==> src/rtl/sms4_round_ctrl.sv <==
// Iterative SMS4 round sequencer: holds X0..X3, feeds one shared external T datapath
// per round and fetches round keys by index (ascending to encrypt, descending to decrypt).
module sms4_round_ctrl #(
    parameter int T_LAT   = 0,
    parameter int NROUNDS = 32
) (
    input  logic         clk,
    input  logic         rst,
    input  logic         start,
    input  logic         dec,
    input  logic [0:127] din,
    output logic         ready,
    output logic [4:0]   rk_addr,
    input  logic [0:31]  rk,
    output logic [0:31]  t_arg,
    input  logic [0:31]  t_res,
    output logic         done,
    output logic [0:127] dout,
    output logic [1:0]   state_dbg
);

    // Handshake: start is accepted on a rising edge where ready=1 (ready is high only in IDLE);
    // done is a one-cycle strobe, and dout holds that result until the next done.
    typedef enum logic [1:0] {
        IDLE = 2'd0,
        ARG  = 2'd1,
        WAIT = 2'd2
    } state_t;

    localparam logic [2:0] WCNT_MAX = 3'(T_LAT);
    localparam logic [4:0] LAST     = 5'(NROUNDS - 1);

    state_t      state;
    state_t      state_nxt;
    logic [0:31] x0, x1, x2, x3;
    logic [4:0]  round;
    logic [2:0]  wcnt;
    logic        dec_q;
    logic        upd;
    logic        last;

    assign upd       = (state == WAIT) && (wcnt == WCNT_MAX);
    assign last      = (round == LAST);
    assign state_dbg = state;

    always_ff @(posedge clk or posedge rst) begin
        if (rst) state <= IDLE;
        else     state <= state_nxt;
    end

    always_comb begin
        state_nxt = state;
        ready     = 1'b0;
        case (state)
            IDLE: begin
                ready = 1'b1;
                if (start) state_nxt = ARG;
            end
            ARG:  state_nxt = WAIT;
            WAIT: if (upd) state_nxt = last ? IDLE : ARG;
            default: state_nxt = IDLE;
        endcase
    end

    // rk_addr is loaded on entry to ARG so the key store answers within the ARG cycle,
    // and it stays put through WAIT together with t_arg.
    always_ff @(posedge clk or posedge rst) begin
        if (rst) begin
            x0      <= '0;
            x1      <= '0;
            x2      <= '0;
            x3      <= '0;
            round   <= '0;
            wcnt    <= '0;
            dec_q   <= 1'b0;
            rk_addr <= '0;
            t_arg   <= '0;
            dout    <= '0;
            done    <= 1'b0;
        end else begin
            done <= 1'b0;
            case (state)
                IDLE: begin
                    if (start) begin
                        x0      <= din[0:31];
                        x1      <= din[32:63];
                        x2      <= din[64:95];
                        x3      <= din[96:127];
                        dec_q   <= dec;
                        round   <= '0;
                        rk_addr <= dec ? 5'd31 : 5'd0;
                    end
                end
                ARG: begin
                    t_arg <= x1 ^ x2 ^ x3 ^ rk;
                    wcnt  <= '0;
                end
                WAIT: begin
                    if (upd) begin
                        x0 <= x1;
                        x1 <= x2;
                        x2 <= x3;
                        x3 <= x0 ^ t_res;
                        if (last) begin
                            dout <= {x0 ^ t_res, x3, x2, x1};
                            done <= 1'b1;
                        end else begin
                            round   <= round + 5'd1;
                            rk_addr <= dec_q ? (5'd30 - round) : (round + 5'd1);
                        end
                    end else begin
                        wcnt <= wcnt + 3'd1;
                    end
                end
                default: ;
            endcase
        end
    end

endmodule

==> config.mk <==
export PLATFORM = sky130hd
export DESIGN_NAME = sms4_round_ctrl
export DESIGN_NICKNAME = d
export VERILOG_FILES = /design/src/rtl/sms4_round_ctrl.sv
export SDC_FILE = /design/constraint.sdc
export NUM_CORES = 1
export LEC_CHECK = 0
export ABC_AREA = 1
export BUFFER_PORTS_ARGS = -buffer_cell sky130_fd_sc_hd__buf_4
export CELL_PAD_IN_SITES_DETAIL_PLACEMENT = 1
export CELL_PAD_IN_SITES_GLOBAL_PLACEMENT = 1
export CORE_UTILIZATION = 41
export CTS_BUF_LIST = sky130_fd_sc_hd__clkbuf_4
export DETAILED_ROUTE_END_ITERATION = 12
export PLACE_DENSITY_LB_ADDON = 0.1
export SLEW_MARGIN = 20
export SYNTH_ARGS = -nofsm -noshare
export SYNTH_HDL_FRONTEND = slang
export SYNTH_SLANG_ARGS = --single-unit
export TNS_END_PERCENT = 20
==> constraint.sdc <==
create_clock -name clk -period 12.6 [get_ports clk]
set_clock_uncertainty 0.1 [all_clocks]
set_input_delay 2.52 -clock clk [delete_from_list [all_inputs] [get_ports clk]]
set_output_delay 2.52 -clock clk [all_outputs]
set_load 0.005 [all_outputs]
==> run summary <==
The slowest stage of the critical path belongs to the cell sky130_fd_sc_hd__buf_4. The CTS sink count came out at between 300 and 400. The worst-case vdd ir drop is 0.199 mV. Based on the critical path, the design can be clocked at up to ~0.23 GHz. The number of warnings reported in the yosys synthesis log came out at 0. The area growth from synthesis to final layout is 26.7%. The number of hold violations in the final report is 0. The average detailed-routed wire length per instance came out at ~18 um.

The worst reg2reg path depth came out at 9. Along the worst hold path, the cell count comes to 2. The post-synthesis area per instance came out at between 8 and 9 um2. The final-layout setup total negative slack came out at 0 ns. The area of all placed cells without fillers is 18500 um2. The die extent in y is ~190 um. The sum of overflow across all layers after global routing is 0. The total leakage power is 9.29 nW. The number of antenna violations at the first check in global routing came to 5. The capturing element type of the critical path is a register. The die footprint came out at 36400 um2. Measured against its own limit, the worst slew margin works out to 31.0%. The iteration-0 DRC count of the detailed router came out at 556.

The storage element area came out at 7630 um2. The count of cells in the finished layout, fillers not included, comes to 2581. TritonCTS built the clock tree. The worst setup path is launched from a register. The number of search-and-repair iterations in the first detailed-routing pass is 4. The start of the worst register-to-register path is state_dbg[0].

The worst hold path terminates at dout[77]. The signal on the critical path passes through inv_2 -> nand2_4 -> nor2_2 -> inv_2 -> nor2_4 -> inv_8 -> buf_4 -> buf_4 -> o21ai_0. The standard cell core area came out at 34800 um2. The net count of the finished layout is 2261.

The type of the tightest min-delay check is register to register. Setup violations remaining at the end of the flow were counted as 0. The post-route minimum period is ~4.3 ns. In the final layout, the share of cells above drive strength 1 is between 30 and 40%.

The minimum setup slack among reg-to-reg paths is 8.26 ns. The worst register-to-register path ends at dout[5]. On the worst path, the slowest cell contributes a delay of 0.90 ns. The met3 capacity usage during global routing is about 5.2%. The number of cells produced by synthesis came out at between 1500 and 2000. Across the run, the number of max-cap violations was 0.

In the routed design, unresolved DRC markers number 0. The combined global-route utilization of all metal layers came out at ~26%. Summing over every cut layer, the via total after detailed routing is 12800. The later pin in the worst-skew pair is clocked with a latency of 0.73 ns.

The buffer depth of the longest clock path is 3. The detail-routed via count per cell is 4.96. The ratio of total power to cell area is roughly 210 nW/um2.

The post-detailed-placement cell area came out at 17400 um2. Setup repair after global routing left no endpoint under its margin. The flow ran to the end, and the final reports show no timing, DRC or antenna violations. Summed over all layers, the routed wires come to between 40000 and 50000 um.

The global placer's final weighted congestion is 0.819. The share of synthesized area occupied by flip-flops and latches is 52.3%. The port buffer count is roughly 360. STA puts the critical path data required time at 13.05 ns.

The die is 191 um wide. The combined area of the multi-input logic cells came out at 5960 um2. The via count of the first global-routing pass came out at 13400. The minimum setup slack after placement came out at 7.64 ns. The post-layout worst setup margin is 8.26 ns. The routing usage on met2 came out at 42.3%. The final hold slack came out at 0.381 ns. Clock tree synthesis selected as its root buffer the cell sky130_fd_sc_hd__clkbuf_4. Summing every instance area after synthesis gives 14600 um2. The I/O pin count is 365.

In this run the most critical hold path is launched from dout[77]. The remaining antenna violation count came out at 0. The utilization after layout is 53.1%.

The worst setup path is of the register to register kind. The max-slew violation count is 0. The transition time at the pin with the least slew margin came out at 1.03 ns.

In this run the most used layer during global routing was met2. For the worst setup path, the data arrival time is between 4 and 5 ns. The post-DP HPWL came out at about 31000 um.

After synthesis, the netlist uses 25 different library cells. After clock tree synthesis, the clock-pin slew on the worst setup and hold paths is 0.07 ns. The cell family with the largest share of critical-path delay is buffers and inverters. The number of nets in the synthesized netlist is 1888. The largest net degree at the start of global routing is approximately 150. Global routing consumed, on the met1 layer, 33.4% of the routing resources. The floorplan has 68 rows.

After filler insertion, the fill cell instance count of the layout stands at between 4000 and 5000. The clock tree synthesis step divided the H-tree into 3 levels. The cts-stage hold buffer count came out at 0. In the finished design, the share of the clock period the worst path needs comes to 34.4%. The total power of the final layout is 3.87 mW. Post-CTS repair changed the size of 0 cells. The largest fanout on the critical path is 117. The initial standard-cell utilization of the core came out at 41.9%. Buffers inserted during clock tree synthesis total 87. In this run, placement finished with an instance count of 2426. The first-pass GRT wire length is 72300 um. The critical path buffer and inverter count came out at 5. The number of buffers inserted by post-CTS setup repair is 0. In this run, synthesis produced a sequential element count of 305.
power breakdown:
group	internal [mW]	switching (mW)	leakage, nW
combinational	0.544	0.989	4.89
sequential	1.26	0.183	3.77
clock	0.465	0.432	0.637
worst min-delay path: cells and delay by family (launching register included):
| family | cells | cell delay, ns |
|---|---|---|
| simple gates | 1 | 0.06 |
| compound gates | 1 | 0.04 |
| flops | 1 | 0.34 |
cell families after synthesis:
logic type               synth area share (%)
AND/OR/NAND/NOR                          20.9
AO/OA/AOI/OAI                            15.5
flip-flops                               52.3
buffers and inverters                    7.06
XOR/XNOR                                 3.90
adder cells (fa/ha/maj)                 0.429
placed cells by master (no fill, tap or decap), drive strengths merged:
cell type and instances:
a21oi 38, buf 374, clkbuf 129, clkinv 17, dfrtp 305, diode 5, ha 5, inv 124
nand2 551, nand3 75, nand4 2, nor2 41, nor3 1, o21ai 329, o22ai 1, or2 64
xnor2 65
registers in the layout (all words and copies together), names as in the netlist:
signal / flops
wcnt: 3
x0: 32
done: 1
dout: 128
round: 5
state_dbg: 2
x2: 32
x3: 32
t_arg: 32
rk_addr: 5
x1: 32
dec_q: 1
per-layer routing:
metal / wire length (um) / part of all wire [%]
met5: 0 / 0
met3: 2240 / 4.9
met2: 22100 / 48
met1: 20400 / 44
met4: 1100 / 2.4
cells in the mapped netlist (all sizes together):
master    n  share of area, %
or2      64               2.7
ha        5              0.43
o22ai     1             0.043
a21oi    38               1.3
inv     120               3.1
nand2   551                14
nand4     2             0.086
nand3    75               2.6
o21ai   329                14
dfrtp   305                52
nor3      1             0.034
clkbuf   19              0.49
buf      71               3.5
nor2     41               1.2
xnor2    65               3.9
worst max path at each step:
stage	from	end	slack, ns	cells past startpoint
2_1_floorplan	rst	dec_q	1.55	1
3_3_place_gp	start	x3[27]	7.78	6
3_5_place_dp	start	x3[21]	7.64	6
4_1_cts	state_dbg[0]	dout[5]	8.24	9
5_1_grt	state_dbg[0]	dout[5]	7.91	9
6_report	state_dbg[0]	dout[5]	8.26	9
final cells by class:
type	count	share of cell area (%)
Antenna cell	5	0.0677
Multi-Input combinational cell	1172	32.2
Clock buffer	129	5.24
Tap cell	455	3.08
Timing Repair Buffer	374	15.2
Clock inverter	21	0.426
Sequential cell	305	41.3
Inverter	120	2.52
Power figures use the tool's default switching activity.
